--- src/rtl/tmds_period_scheduler_if.sv ---
// Timing, packet-handshake and TMDS-control signals shared between the
// scheduler and its surroundings.
interface tmds_period_scheduler_if;
   logic        de;
   logic [12:0] cycles_to_de;
   logic        hsync;
   logic        vsync;
   logic        pkt_req;
   logic [4:0]  pkt_count;
   logic [2:0]  mode;
   logic [3:0]  ctl;
   logic [1:0]  sync;
   logic        pkt_ack;
   logic [4:0]  pkt_index;
   logic [4:0]  pkt_cycle;
   logic        sched_err;

   modport master (
      output de, cycles_to_de, hsync, vsync, pkt_req, pkt_count,
      input  mode, ctl, sync, pkt_ack, pkt_index, pkt_cycle, sched_err
   );

   modport slave (
      input  de, cycles_to_de, hsync, vsync, pkt_req, pkt_count,
      output mode, ctl, sync, pkt_ack, pkt_index, pkt_cycle, sched_err
   );
endinterface

--- src/rtl/tmds_period_scheduler.sv ---
// HDMI period sequencer: picks the TMDS channel mode and CTL bits each pixel
// clock and grants data-island slots to a packet source.
module tmds_period_scheduler #(
   parameter int unsigned CTL_MIN_PRE = 4,
   parameter int unsigned MAX_PKTS    = 18
) (
   input logic                    clk,
   input logic                    reset_n,
   tmds_period_scheduler_if.slave bus
);
   localparam logic [2:0] StCtrl      = 3'd0;
   localparam logic [2:0] StVidPre    = 3'd1;
   localparam logic [2:0] StVidGb     = 3'd2;
   localparam logic [2:0] StVidData   = 3'd3;
   localparam logic [2:0] StDiPre     = 3'd4;
   localparam logic [2:0] StDiGbLead  = 3'd5;
   localparam logic [2:0] StDiData    = 3'd6;
   localparam logic [2:0] StDiGbTrail = 3'd7;

   logic [2:0]  mode_q, mode_d;
   logic [2:0]  phase_q, phase_d;
   logic [3:0]  ctl_cnt_q, ctl_cnt_d;
   logic [3:0]  ctl_q, ctl_d;
   logic [4:0]  n_q, n_d;
   logic [4:0]  idx_q, idx_d;
   logic [4:0]  cyc_q, cyc_d;
   logic [1:0]  sync_q;
   logic        ack_q, ack_d;
   logic        err_q, err_d;
   logic [4:0]  neff;
   logic [13:0] need;
   logic        grant;
   logic        busy;

   always_comb begin
      neff  = (bus.pkt_count > 5'(MAX_PKTS)) ? 5'(MAX_PKTS) : bus.pkt_count;
      // Island length plus the 14 cycles that keep a CTRL gap before the video preamble.
      need  = 14'd26 + {4'd0, neff, 5'd0};
      grant = bus.pkt_req && (bus.pkt_count != 5'd0) &&
              (32'(ctl_cnt_q) >= CTL_MIN_PRE) && ({1'b0, bus.cycles_to_de} >= need);
      busy  = (mode_q != StCtrl) && (mode_q != StVidData);
   end

   always_comb begin
      mode_d = mode_q;
      n_d    = n_q;
      idx_d  = idx_q;
      cyc_d  = cyc_q;
      ack_d  = 1'b0;
      err_d  = 1'b0;

      if (bus.de && !(mode_q == StVidData || (mode_q == StVidGb && phase_q == 3'd1))) begin
         err_d  = 1'b1;
         mode_d = StVidData;
      end else begin
         if (busy && bus.cycles_to_de == 13'd10) err_d = 1'b1;
         case (mode_q)
            StCtrl: begin
               if (bus.cycles_to_de == 13'd10) begin
                  mode_d = StVidPre;
               end else if (grant) begin
                  mode_d = StDiPre;
                  ack_d  = 1'b1;
                  n_d    = neff;
               end
            end
            StVidPre:    if (phase_q == 3'd7) mode_d = StVidGb;
            StVidGb:     if (phase_q == 3'd1) mode_d = StVidData;
            StVidData:   if (!bus.de) mode_d = StCtrl;
            StDiPre:     if (phase_q == 3'd7) mode_d = StDiGbLead;
            StDiGbLead:  if (phase_q == 3'd1) mode_d = StDiData;
            StDiData: begin
               if (cyc_q == 5'd31) begin
                  cyc_d = 5'd0;
                  if (idx_q == n_q - 5'd1) mode_d = StDiGbTrail;
                  else                     idx_d  = idx_q + 5'd1;
               end else begin
                  cyc_d = cyc_q + 5'd1;
               end
            end
            StDiGbTrail: if (phase_q == 3'd1) mode_d = StCtrl;
            default:     mode_d = StCtrl;
         endcase
      end

      if (mode_d != StDiData || mode_q != StDiData) begin
         idx_d = (mode_d == StDiData && mode_q == StDiData) ? idx_d : 5'd0;
         cyc_d = (mode_d == StDiData && mode_q == StDiData) ? cyc_d : 5'd0;
      end

      phase_d = (mode_d != mode_q) ? 3'd0 : phase_q + 3'd1;

      if (mode_d == StCtrl) begin
         if (mode_q != StCtrl)            ctl_cnt_d = 4'd0;
         else if (ctl_cnt_q != 4'hf)      ctl_cnt_d = ctl_cnt_q + 4'd1;
         else                             ctl_cnt_d = ctl_cnt_q;
      end else begin
         ctl_cnt_d = ctl_cnt_q;
      end

      if (mode_d == StVidPre)     ctl_d = 4'b0001;
      else if (mode_d == StDiPre) ctl_d = 4'b0101;
      else                        ctl_d = 4'b0000;
   end

   always_ff @(posedge clk or negedge reset_n) begin
      if (!reset_n) begin
         mode_q    <= StCtrl;
         phase_q   <= 3'd0;
         ctl_cnt_q <= 4'd0;
         ctl_q     <= 4'd0;
         n_q       <= 5'd0;
         idx_q     <= 5'd0;
         cyc_q     <= 5'd0;
         sync_q    <= 2'd0;
         ack_q     <= 1'b0;
         err_q     <= 1'b0;
      end else begin
         mode_q    <= mode_d;
         phase_q   <= phase_d;
         ctl_cnt_q <= ctl_cnt_d;
         ctl_q     <= ctl_d;
         n_q       <= n_d;
         idx_q     <= idx_d;
         cyc_q     <= cyc_d;
         sync_q    <= {bus.vsync, bus.hsync};
         ack_q     <= ack_d;
         err_q     <= err_d;
      end
   end

   assign bus.mode      = mode_q;
   assign bus.ctl       = ctl_q;
   assign bus.sync      = sync_q;
   assign bus.pkt_ack   = ack_q;
   assign bus.pkt_index = idx_q;
   assign bus.pkt_cycle = cyc_q;
   assign bus.sched_err = err_q;
endmodule

--- src/flat_wrapper.sv ---
// flat-port wrapper written by rule: the top's interface ports become plain ports
module tmds_period_scheduler_flat 
#(
   parameter int unsigned CTL_MIN_PRE = 4,
   parameter int unsigned MAX_PKTS    = 18
)
  (clk, reset_n, bus_de, bus_cycles_to_de, bus_hsync, bus_vsync, bus_pkt_req, bus_pkt_count, bus_mode, bus_ctl, bus_sync, bus_pkt_ack, bus_pkt_index, bus_pkt_cycle, bus_sched_err);
  tmds_period_scheduler_if bus_i ();
  input logic clk;
  input logic reset_n;
  input wire logic [$bits(bus_i.de)-1:0] bus_de;
  input wire logic [$bits(bus_i.cycles_to_de)-1:0] bus_cycles_to_de;
  input wire logic [$bits(bus_i.hsync)-1:0] bus_hsync;
  input wire logic [$bits(bus_i.vsync)-1:0] bus_vsync;
  input wire logic [$bits(bus_i.pkt_req)-1:0] bus_pkt_req;
  input wire logic [$bits(bus_i.pkt_count)-1:0] bus_pkt_count;
  output wire logic [$bits(bus_i.mode)-1:0] bus_mode;
  output wire logic [$bits(bus_i.ctl)-1:0] bus_ctl;
  output wire logic [$bits(bus_i.sync)-1:0] bus_sync;
  output wire logic [$bits(bus_i.pkt_ack)-1:0] bus_pkt_ack;
  output wire logic [$bits(bus_i.pkt_index)-1:0] bus_pkt_index;
  output wire logic [$bits(bus_i.pkt_cycle)-1:0] bus_pkt_cycle;
  output wire logic [$bits(bus_i.sched_err)-1:0] bus_sched_err;
  assign bus_i.de = bus_de;
  assign bus_i.cycles_to_de = bus_cycles_to_de;
  assign bus_i.hsync = bus_hsync;
  assign bus_i.vsync = bus_vsync;
  assign bus_i.pkt_req = bus_pkt_req;
  assign bus_i.pkt_count = bus_pkt_count;
  assign bus_mode = bus_i.mode;
  assign bus_ctl = bus_i.ctl;
  assign bus_sync = bus_i.sync;
  assign bus_pkt_ack = bus_i.pkt_ack;
  assign bus_pkt_index = bus_i.pkt_index;
  assign bus_pkt_cycle = bus_i.pkt_cycle;
  assign bus_sched_err = bus_i.sched_err;
  tmds_period_scheduler #(.CTL_MIN_PRE(CTL_MIN_PRE), .MAX_PKTS(MAX_PKTS)) u_core (.clk(clk), .reset_n(reset_n), .bus(bus_i));
endmodule
--- config.mk ---
export PLATFORM = sky130hd
export DESIGN_NAME = tmds_period_scheduler_flat
export DESIGN_NICKNAME = d
export VERILOG_FILES = /design/src/rtl/tmds_period_scheduler_if.sv /design/src/rtl/tmds_period_scheduler.sv /design/src/flat_wrapper.sv
export SDC_FILE = /design/constraint.sdc
export NUM_CORES = 1
export LEC_CHECK = 0
export BUFFER_PORTS_ARGS = -buffer_cell sky130_fd_sc_hd__buf_2
export CORE_MARGIN = 3
export CORE_UTILIZATION = 40
export DETAILED_ROUTE_END_ITERATION = 12
export PLACE_DENSITY_LB_ADDON = 0.08
export SKIP_CTS_REPAIR_TIMING = 1
export SLEW_MARGIN = 20
export SYNTH_ARGS = -nofsm -noshare
export SYNTH_HDL_FRONTEND = slang
export SYNTH_SLANG_ARGS = --single-unit
--- constraint.sdc ---
create_clock -name clk -period 2.3 [get_ports clk]
set_input_delay 0.115 -clock clk [delete_from_list [all_inputs] [get_ports clk]]
set_output_delay 0.115 -clock clk [all_outputs]
set_load 0.005 [all_outputs]
==> reports/summary.txt, run 1 <==
Status - finished clean
R2R Path Start - u_core.n_q[0]
Largest net degree at the start of global routing - 32
Crit path capture type - flip-flop
H-tree levels - 2
Placer Congestion - 0.791
Final HPWL DP - 3370 µm
Cell Pwr Density - 721 nW/µm²
Antenna-violating nets left - 0
Ports - 45
Met2 Track Usage GR - 28.7%
Area leader, netlist - dfrtp_1
Crit path setup slack, layout - 0.0572 ns
Clock network power share - 30.1%
Crit. Startpoint - u_core.n_q[0]
Iter 0 DRT Violations - 58
Initial antenna violation count - 0
#FFs+latches synth - 31
Worst-Skew Late Latency - 0.28 ns
TritonCTS clock tree - built
DRC Markers - 0
Net switching power - 0.000588 W
Rows - 24
Min-delay src - bus_pkt_count[1]
Vias in the first global route - 1589
Met1 Resource Use GR - 21.6%
Busiest grt layer - met2
Wire length per cell - 13.7 µm
Longest Clk Path Bufs - 2
Antenna diodes - 0
Max cap viols - 0
Area contributors post-synth - dfrtp_1 41%, ha_1 8.7%, nand2_1 4.2%
VDD IR max - 0.000525 V
Crit-path cells - inv_2, ha_4, nor4bb_4, o211ai_1, a311oi_4, a2111oi_4, buf_6, nand3_2, mux2_4
RSZ-0062 raised after global routing - yes
IO buf count - 42
Seq/Total Area, Yosys - 41.4%
Commonest cells after routing, fill and taps aside - 42 x buf_2, 31 x dfrtp_1, 24 x buf_4, 20 x nor2_1, 19 x nand2_1
Largest stage delay, worst path - 0.42 ns
Reg power frac - 34.4%
Max stage delay cell, worst path - a2111oi_4
First-pass GRT wire length - 7170 µm
Min cycle time layout - 2.24 ns
Non-Filler Instances - 324
Final setup fails - 0
Pleak - 1.29 nW
Post-Syn Area - 1880 µm²
GR Util All Layers - 17.0%
WP data arrival - 2.40 ns
CP Max Fanout - 6
Final worst path period share - 97.5%
Internal Power - 0.00128 W
Req. time, crit path - 2.46 ns
Vias/cell - 5.11
Max Clk Rate - 0.446 GHz
Sw Share - 31.4%
Die Y - 74.5 µm
WL final - 4450 µm
DP Cell Count - 313
Synthesized instance count - 200
Met3 Usage GRT - 2.84%
Share of cells above drive strength 1 - 37.9%
Most used DFF post-synth - dfrtp_1
Post-synth EDFFs - 0
Clock Sinks - 31
Clock root buffer - clkbuf_8
Die Wd - 74.5 µm
Skew final - 0.0107 ns
Combinational Power Share - 35.5%
Final Max Slew Viols - 0
Worst hold-check path type - input pin to flip-flop
Syn Area/Cell - 9.38 µm²
Clk slew on worst S/H paths - 0.07 ns
Die ar. - 5550 µm²
Synthesis-to-layout area growth - 38.5%
Final core occ - 58.4%
Starting Density - 42.2%
Total gr overflow - 0
Startpoint Class - flip-flop
Area share of the largest cell type after synthesis - 41.4%
Synth warn - 0
DR vias - 1655
Synth cell types - 45
Async set-or-reset flop fraction in the synthesized netlist - 100%
Layout Nets - 308
Num CTS Buffers - 5
Dpl ws - -0.151 ns
Hold Fails Final Rpt - 0
Overall Power - 0.00187 W
WS Path Type - flip-flop to flip-flop
Most common cell after layout, fill and taps aside - buf_2
Relative slew slack - 51.4%
Core Region - 4440 µm²
Worst-Margin Slew - 0.729 ns
Router iterations before antenna repair - 4
routing by layer:
layer	up-vias	routed length (µm)
met5	-	0
met4	0	59
met3	5	88
met2	18	2200
met1	790	2100
li1	842	-
through the flow:
stage          TNS (ns)  hold slack (ns)  cell area [µm²]
2_1_floorplan  -0.00143           -0.181             1920
3_3_place_gp     -0.417            0.209             2340
3_5_place_dp     -0.981            0.212             2340
4_1_cts           -1.28           -0.100             2460
5_1_grt         -0.0360            0.179             2600
6_report              0            0.149             2600
area by class of cell:
cell class / count / area (µm²)
clock buffers: 6 / 82.6
flip-flops and latches: 31 / 776
clock inverters: 2 / 35.0
fillers: 407 / 1850
well taps: 52 / 65.1
repair buffers: 71 / 443
multi-input cells: 151 / 1150
inverters: 11 / 41.3
kinds of logic after synthesis:
| logic type | synth area share, % |
|---|---|
| and+or+nand+nor | 25.4 |
| buffers and inverters | 4.34 |
| other | 0.200 |
| DFF | 41.4 |
| adders and majority gates | 8.67 |
| AOI/OAI and AO/OA | 11.0 |
| xor gates and xnor gates | 5.60 |
| muxes | 3.47 |
state kept, by name (all words and copies together), names as in the netlist:
name and count:
u_core.bus.pkt_ack 1, u_core.bus.mode 3, u_core.bus.sched_err 1, u_core.n_q 5
u_core.phase_q 3, u_core.bus.pkt_cycle 5, u_core.bus.sync 2, u_core.bus.ctl 2
u_core.ctl_cnt_q 4, u_core.bus.pkt_index 5
worst max-delay path, delay by kind of cell, from the launching register on:
kind                       cells  cell delay [ns]
adders and majority gates      1             0.17
DFF                            1             0.36
buffers and inverters          2             0.26
muxes                          1             0.29
and+or+nand+nor                2             0.22
AOI/OAI and AO/OA              3             0.83
cells in the mapped netlist (all sizes together), types with 2 or more instances:
master  count
nor4bb      2
o211ai      2
nor3        8
nand3       6
or3         2
nor4        2
ha         13
a21oi       5
dfrtp      31
nand4       5
xnor2       5
clkbuf      4
nor3b       3
mux2        2
nand2      21
o21ai      10
buf         4
inv        11
nor2       20
nor2b       7
a311o       2
mux2i       2
xor2        7
nand2b      2
and3        6
a21boi      2
power groups by stage:
stage | logic (W) | clock network (W) | registers [W]
2_1_floorplan | 0.000375 | 0 | 0.000649
3_3_place_gp | 0.000591 | 0 | 0.000654
3_5_place_dp | 0.000594 | 0 | 0.000654
4_1_cts | 0.000598 | 0.000576 | 0.000644
5_1_grt | 0.000748 | 0.000599 | 0.000652
6_report | 0.000665 | 0.000563 | 0.000644
path summary, 6_finish.rpt:
kind | endpoint | slack, ns | cells past startpoint
max in group asynchronous | u_core.phase_q[0] | 1.40 | 2
worst max-delay path | u_core.ctl_cnt_q[3] | 0.06 | 9
worst min register to register | u_core.phase_q[0] | 0.47 | 1
worst min-delay path | u_core.n_q[1] | 0.15 | 3
min in group asynchronous | u_core.bus.pkt_ack | 0.42 | 2
worst max register to register | u_core.ctl_cnt_q[3] | 0.06 | 9
(Power assumes the default switching activity.)
==> run 2, diff against run 1 <==
Settings changed: CORE_UTILIZATION 40 to 48, CTS_CLUSTER_DIAMETER set to 30, SETUP_SLACK_MARGIN set to 0.4.
==> run 2 against run 1 <==
Against the previous run:
- the run now ends with setup timing left
- design area is 2.9% lower
- flip-flop and latch count stayed put
- clock power is 1% lower
- critical path depth stayed put
- sequential share of layout area is 0.89 points higher
- register-to-register slack worse by 0.06 ns
- via count is 2.5% lower
- core utilization is 9.4 points higher
- total power is 0.86% higher
- setup slack worse by 0.062 ns
- die area is 15% lower
- sequential power is 2% higher
- critical endpoint unchanged
- largest cell class unchanged
- highest routed layer unchanged
==> reports/summary.txt, run 2 (same netlist as run 1, synthesis figures left out) <==
Status - complete, but fails checks
Failing checks - setup timing
Req. time, crit path - 2.47 ns
Die Y - 68.5 µm
Most common cell after layout, fill and taps aside - buf_2
Worst hold-check path type - input pin to flip-flop
WL final - 4240 µm
Die ar. - 4690 µm²
Final setup fails - 2
IO buf count - 42
Core Region - 3720 µm²
R2R Path Start - u_core.n_q[1]
Hold depth - 3
Hold Fails Final Rpt - 0
Worst-Skew Late Latency - 0.29 ns
Cell Pwr Density - 749 nW/µm²
Max cap viols - 0
Clock root buffer - clkbuf_8
Longest Clk Path Bufs - 2
Min-delay src - bus_pkt_count[2]
Starting Density - 50.5%
FILL cells - 303
Rows - 22
Wire length per cell - 13.7 µm
VDD IR max - 0.000448 V
DRC Markers - 0
Skew final - 0.00562 ns
TritonCTS clock tree - built
DR vias - 1613
Antenna-violating nets left - 0
RSZ-0062 raised after global routing - yes
Worst-Margin Slew - 0.692 ns
Min cycle time layout - 2.31 ns
Vias in the first global route - 1468
Worst Hold End - u_core.n_q[2]
Num CTS Buffers - 5
Router iterations before antenna repair - 4
WS Path Type - flip-flop to flip-flop
Worst R2R End - u_core.ctl_cnt_q[3]
Clock Sinks - 31
GR Util All Layers - 19.0%
Antenna diodes - 0
CP Max Fanout - 5
Max Clk Rate - 0.434 GHz
Synthesis-to-layout area growth - 34.5%
Vias/cell - 5.22
Fin Hold WS - 0.151 ns
Commonest cells after routing, fill and taps aside - 42 x buf_2, 31 x dfrtp_1, 20 x nor2_1, 19 x nand2_1, 15 x buf_4
Initial antenna violation count - 0
Share of cells above drive strength 1 - 35.6%
Worst Reg2Reg Path Length in Cells - 9
R2R setup slack - -0.005 ns
Design area - 2520 µm²
Relative slew slack - 53.9%
Area after DPL - 2240 µm²
Final Max Slew Viols - 0
Pleak - 1.23 nW
Layout Nets - 297
Crit path capture type - flip-flop
Clk slew on worst S/H paths - 0.07 ns
WP data arrival - 2.48 ns
Final worst path period share - 100%
H-tree levels - 2
Placer Congestion - 0.767
Total gr overflow - 0
Crit path setup slack, layout - -0.00515 ns
Startpoint Class - flip-flop
Iter 0 DRT Violations - 77
First-pass GRT wire length - 6580 µm
Die Wd - 68.5 µm
Largest net degree at the start of global routing - 32
Ports - 45
Final HPWL DP - 3170 µm
==> run 2: cell count changes in the layout (fill, tap and decap cells not counted), moves of 2 or more <==
cell	delta
buf_6	-2
buf_4	-9
nor3_1	+2
xnor2_1	-2
nor3_2	-2
==> run 2: worst max-delay path, cell delays in order (launching register included) <==
cell,delay [ns]
dfrtp_1,0.38
inv_2,0.06
ha_4,0.16
nor4bb_4,0.14
o211ai_1,0.34
a311oi_4,0.10
a2111oi_4,0.42
buf_4,0.22
nand3_2,0.07
mux2_4,0.30
==> run 2: how the worst max path moves through the flow <==
stage | startpoint | endpoint | slack (ns) | cells past startpoint
finish | u_core.n_q[1] | u_core.ctl_cnt_q[3] | -0.005 | 9
global route | u_core.n_q[1] | u_core.phase_q[2] | -0.1 | 10
CTS | u_core.n_q[1] | u_core.bus.pkt_cycle[2] | -0.16 | 8
detailed placement | u_core.n_q[1] | u_core.bus.pkt_cycle[2] | -0.14 | 8
global placement | bus_pkt_count[3] | u_core.bus.pkt_cycle[3] | -0.01 | 11
floorplan | u_core.bus.pkt_cycle[0] | u_core.ctl_cnt_q[0] | 0.003 | 8
==> run 2: report_power, final <==
part	leakage [nW]	internal, W	total (W)	switching (W)
sequential	0.416	0.000604	0.000654	0.0000500
clock	0.0612	0.000350	0.000556	0.000206
combinational	0.749	0.000342	0.000678	0.000336
total	1.23	0.00130	0.00189	0.000592
==> run 2: metal layers <==
metal	vias up	track usage [%]	wire length [µm]
met4	0	8.93	72
li1	821	-	-
met1	754	24.1	1880
met3	7	3.89	147
met2	31	30.8	2140
met5	-	0	0
==> run 2: cell type report <==
type	count	area [µm²]	share of cell area (%)
clock buffer	6	82.6	3.27
clock inverter	2	35.0	1.39
inverter	11	41.3	1.64
multi-input combinational	151	1170	46.6
sequential	31	776	30.8
tap	48	60.1	2.38
timing repair buffer	60	353	14.0
==> run 2: through the flow <==
stage                     power (W)  std cells  utilization (%)  setup WS [ns]  setup TNS (ns)
final                       0.00189        309             67.9       -0.00515        -0.00597
after global routing        0.00200        309             67.9        -0.0978          -0.668
after CTS                   0.00180        304             63.5         -0.159          -0.970
after detailed placement    0.00124        296             60.3         -0.144          -0.759
after global placement      0.00123        296             60.3        -0.0142         -0.0261
after floorplan             0.00103        201                -        0.00295               0
==> run 3, diff against run 2 <==
Settings changed: CORE_MARGIN 3 to 5, CORE_UTILIZATION 48 to 53.
Clock period 2.3 ns to 2.35 ns, I/O delays scaled along.
==> run 3 against run 2 <==
Against the previous run:
- critical path depth did not move
- first-iteration DRC count increased by 6.5%
- the flow now finishes without violations
- total power is 1.4% lower
- non-clock buffer count grew 5
- clock skew is essentially flat
- setup slack improved by 0.098 ns
- design area up 3.1%
- combinational power rose by 17%
- cell count is 1.3% higher
- count of clock-buffer cells in the layout unchanged
- hold slack lost 0.054 ns
==> reports/summary.txt, run 3 (same netlist as run 1, synthesis figures left out) <==
Iter 0 DRT Violations - 82
Final setup fails - 0
R2R Path Start - u_core.bus.pkt_cycle[1]
Req. time, crit path - 2.61 ns
Sw Share - 33.7%
Vias/cell - 5.62
Min cycle time layout - 2.26 ns
Skew final - 0.00550 ns
Share of cells above drive strength 1 - 41.2%
VDD IR max - 0.000605 V
Crit path capture type - flip-flop
Antenna-violating nets left - 0
Vias in the first global route - 1726
Worst Reg2Reg Path Length in Cells - 9
First-pass GRT wire length - 7770 µm
Longest Clk Path Bufs - 2
Relative slew slack - 54.2%
Num CTS Buffers - 5
Max Clk Rate - 0.443 GHz
R2R setup slack - 0.09 ns
Met1 Resource Use GR - 22.5%
GR Util All Layers - 19.7%
Worst R2R End - u_core.bus.pkt_cycle[2]
Pleak - 1.27 nW
Worst hold-check path type - input pin to flip-flop
Hold Fails Final Rpt - 0
Ports - 45
Antenna diodes - 0
Total gr overflow - 0
DRC Markers - 0
Final core occ - 76.7%
Core Region - 3390 µm²
Worst Hold End - u_core.n_q[1]
Combinational Power Share - 42.6%
Reg power frac - 33.7%
Final Max Slew Viols - 0
Initial antenna violation count - 0
Max stage delay cell, worst path - dfrtp_1
Min-delay src - bus_pkt_count[1]
IO buf count - 42
Crit-path cells - ha_2, and3_4, ha_4, and3_4, a2111oi_4, buf_6, buf_4, nand4_4, nor3_2
Wire length per cell - 16.1 µm
Net switching power - 0.000627 W
Final worst path period share - 96.0%
Clk slew on worst S/H paths - 0.10 ns
Hold depth - 3
Clock network power share - 23.7%
Worst-Skew Late Latency - 0.33 ns
Placer Congestion - 0.861
Largest net degree at the start of global routing - 32
Max cap viols - 0
Clock Sinks - 31
WS Path Type - flip-flop to flip-flop
Clock root buffer - clkbuf_4
RSZ-0062 raised after global routing - yes
TritonCTS clock tree - built
Router iterations before antenna repair - 4
Layout Nets - 303
Synthesis-to-layout area growth - 38.7%
Largest stage delay, worst path - 0.41 ns
Worst-Margin Slew - 0.686 ns
H-tree levels - 2
Startpoint Class - flip-flop
Status - finished clean
Cell mode on critical path - and3_4
CP Max Fanout - 8
Cell Pwr Density - 716 nW/µm²
Starting Density - 55.3%
Internal Power - 0.00123 W
WL final - 5030 µm
Most common cell after layout, fill and taps aside - buf_2
Rows - 21
Met2 Track Usage GR - 35.4%
Met3 Usage GRT - 5.51%
Busiest grt layer - met2
WP data arrival - 2.52 ns
Fin Hold WS - 0.0971 ns
Die Y - 69.5 µm
Commonest cells after routing, fill and taps aside - 42 x buf_2, 30 x dfrtp_1, 19 x nand2_1, 18 x nor2_1, 17 x buf_4
Final HPWL DP - 3500 µm
Die ar. - 4830 µm²
DR vias - 1758
Die Wd - 69.5 µm
-- run 3: metal layers --
layer | wire [µm] | up-vias
met1 | 1950 | 863
li1 | - | 837
met2 | 2790 | 51
met4 | 41 | 0
met3 | 251 | 7
met5 | 0 | -
-- run 3: through the flow --
stage | cells | power [W] | setup slack [ns] | TNS (ns) | instance area, µm²
floorplan | 201 | 0.00100 | 0.0529 | 0 | 1920
global placement | 291 | 0.00118 | 0.0670 | 0 | 2220
detailed placement | 291 | 0.00121 | -0.0629 | -0.136 | 2220
CTS | 299 | 0.00166 | -0.0800 | -0.192 | 2300
global route | 313 | 0.00197 | -0.0168 | -0.0168 | 2600
finish | 313 | 0.00186 | 0.0930 | 0 | 2600
-- run 3: power groups by stage --
stage                     registers, W  logic, W  clock network (W)
after floorplan               0.000635  0.000370                  0
after global placement        0.000631  0.000554                  0
after detailed placement      0.000635  0.000575                  0
after CTS                     0.000624  0.000583           0.000453
after global routing          0.000635  0.000862           0.000477
final                         0.000627  0.000794           0.000440
-- run 3: layout make-up --
class                           count  area, µm²
Multi-Input combinational cell    152       1240
Fill cell                         253        788
Sequential cell                    31        777
Timing Repair Buffer               65        402
Tap cell                           46       57.6
Clock buffer                        6       51.3
Inverter                           11       41.3
Clock inverter                      2       35.0
-- run 3: how the worst max path moves through the flow --
stage / startpoint / endpoint / slack, ns / depth (start not counted)
floorplan: u_core.bus.pkt_cycle[0] / u_core.ctl_cnt_q[0] / 0.05 / 8
detailed placement: u_core.n_q[0] / u_core.bus.pkt_cycle[2] / -0.06 / 8
finish: u_core.bus.pkt_cycle[1] / u_core.bus.pkt_cycle[2] / 0.09 / 9
global route: u_core.n_q[1] / u_core.bus.pkt_cycle[2] / -0.02 / 10
CTS: u_core.n_q[1] / u_core.bus.pkt_cycle[2] / -0.08 / 8
global placement: u_core.n_q[1] / u_core.ctl_cnt_q[0] / 0.07 / 8
-- run 3: worst max-delay path, delay by kind of cell (launching register included) --
kind | cells | cell delay [ns]
AOI/OAI and AO/OA | 1 | 0.35
and+or+nand+nor | 4 | 0.72
buffers and inverters | 2 | 0.30
DFF | 1 | 0.41
adders and majority gates | 2 | 0.39
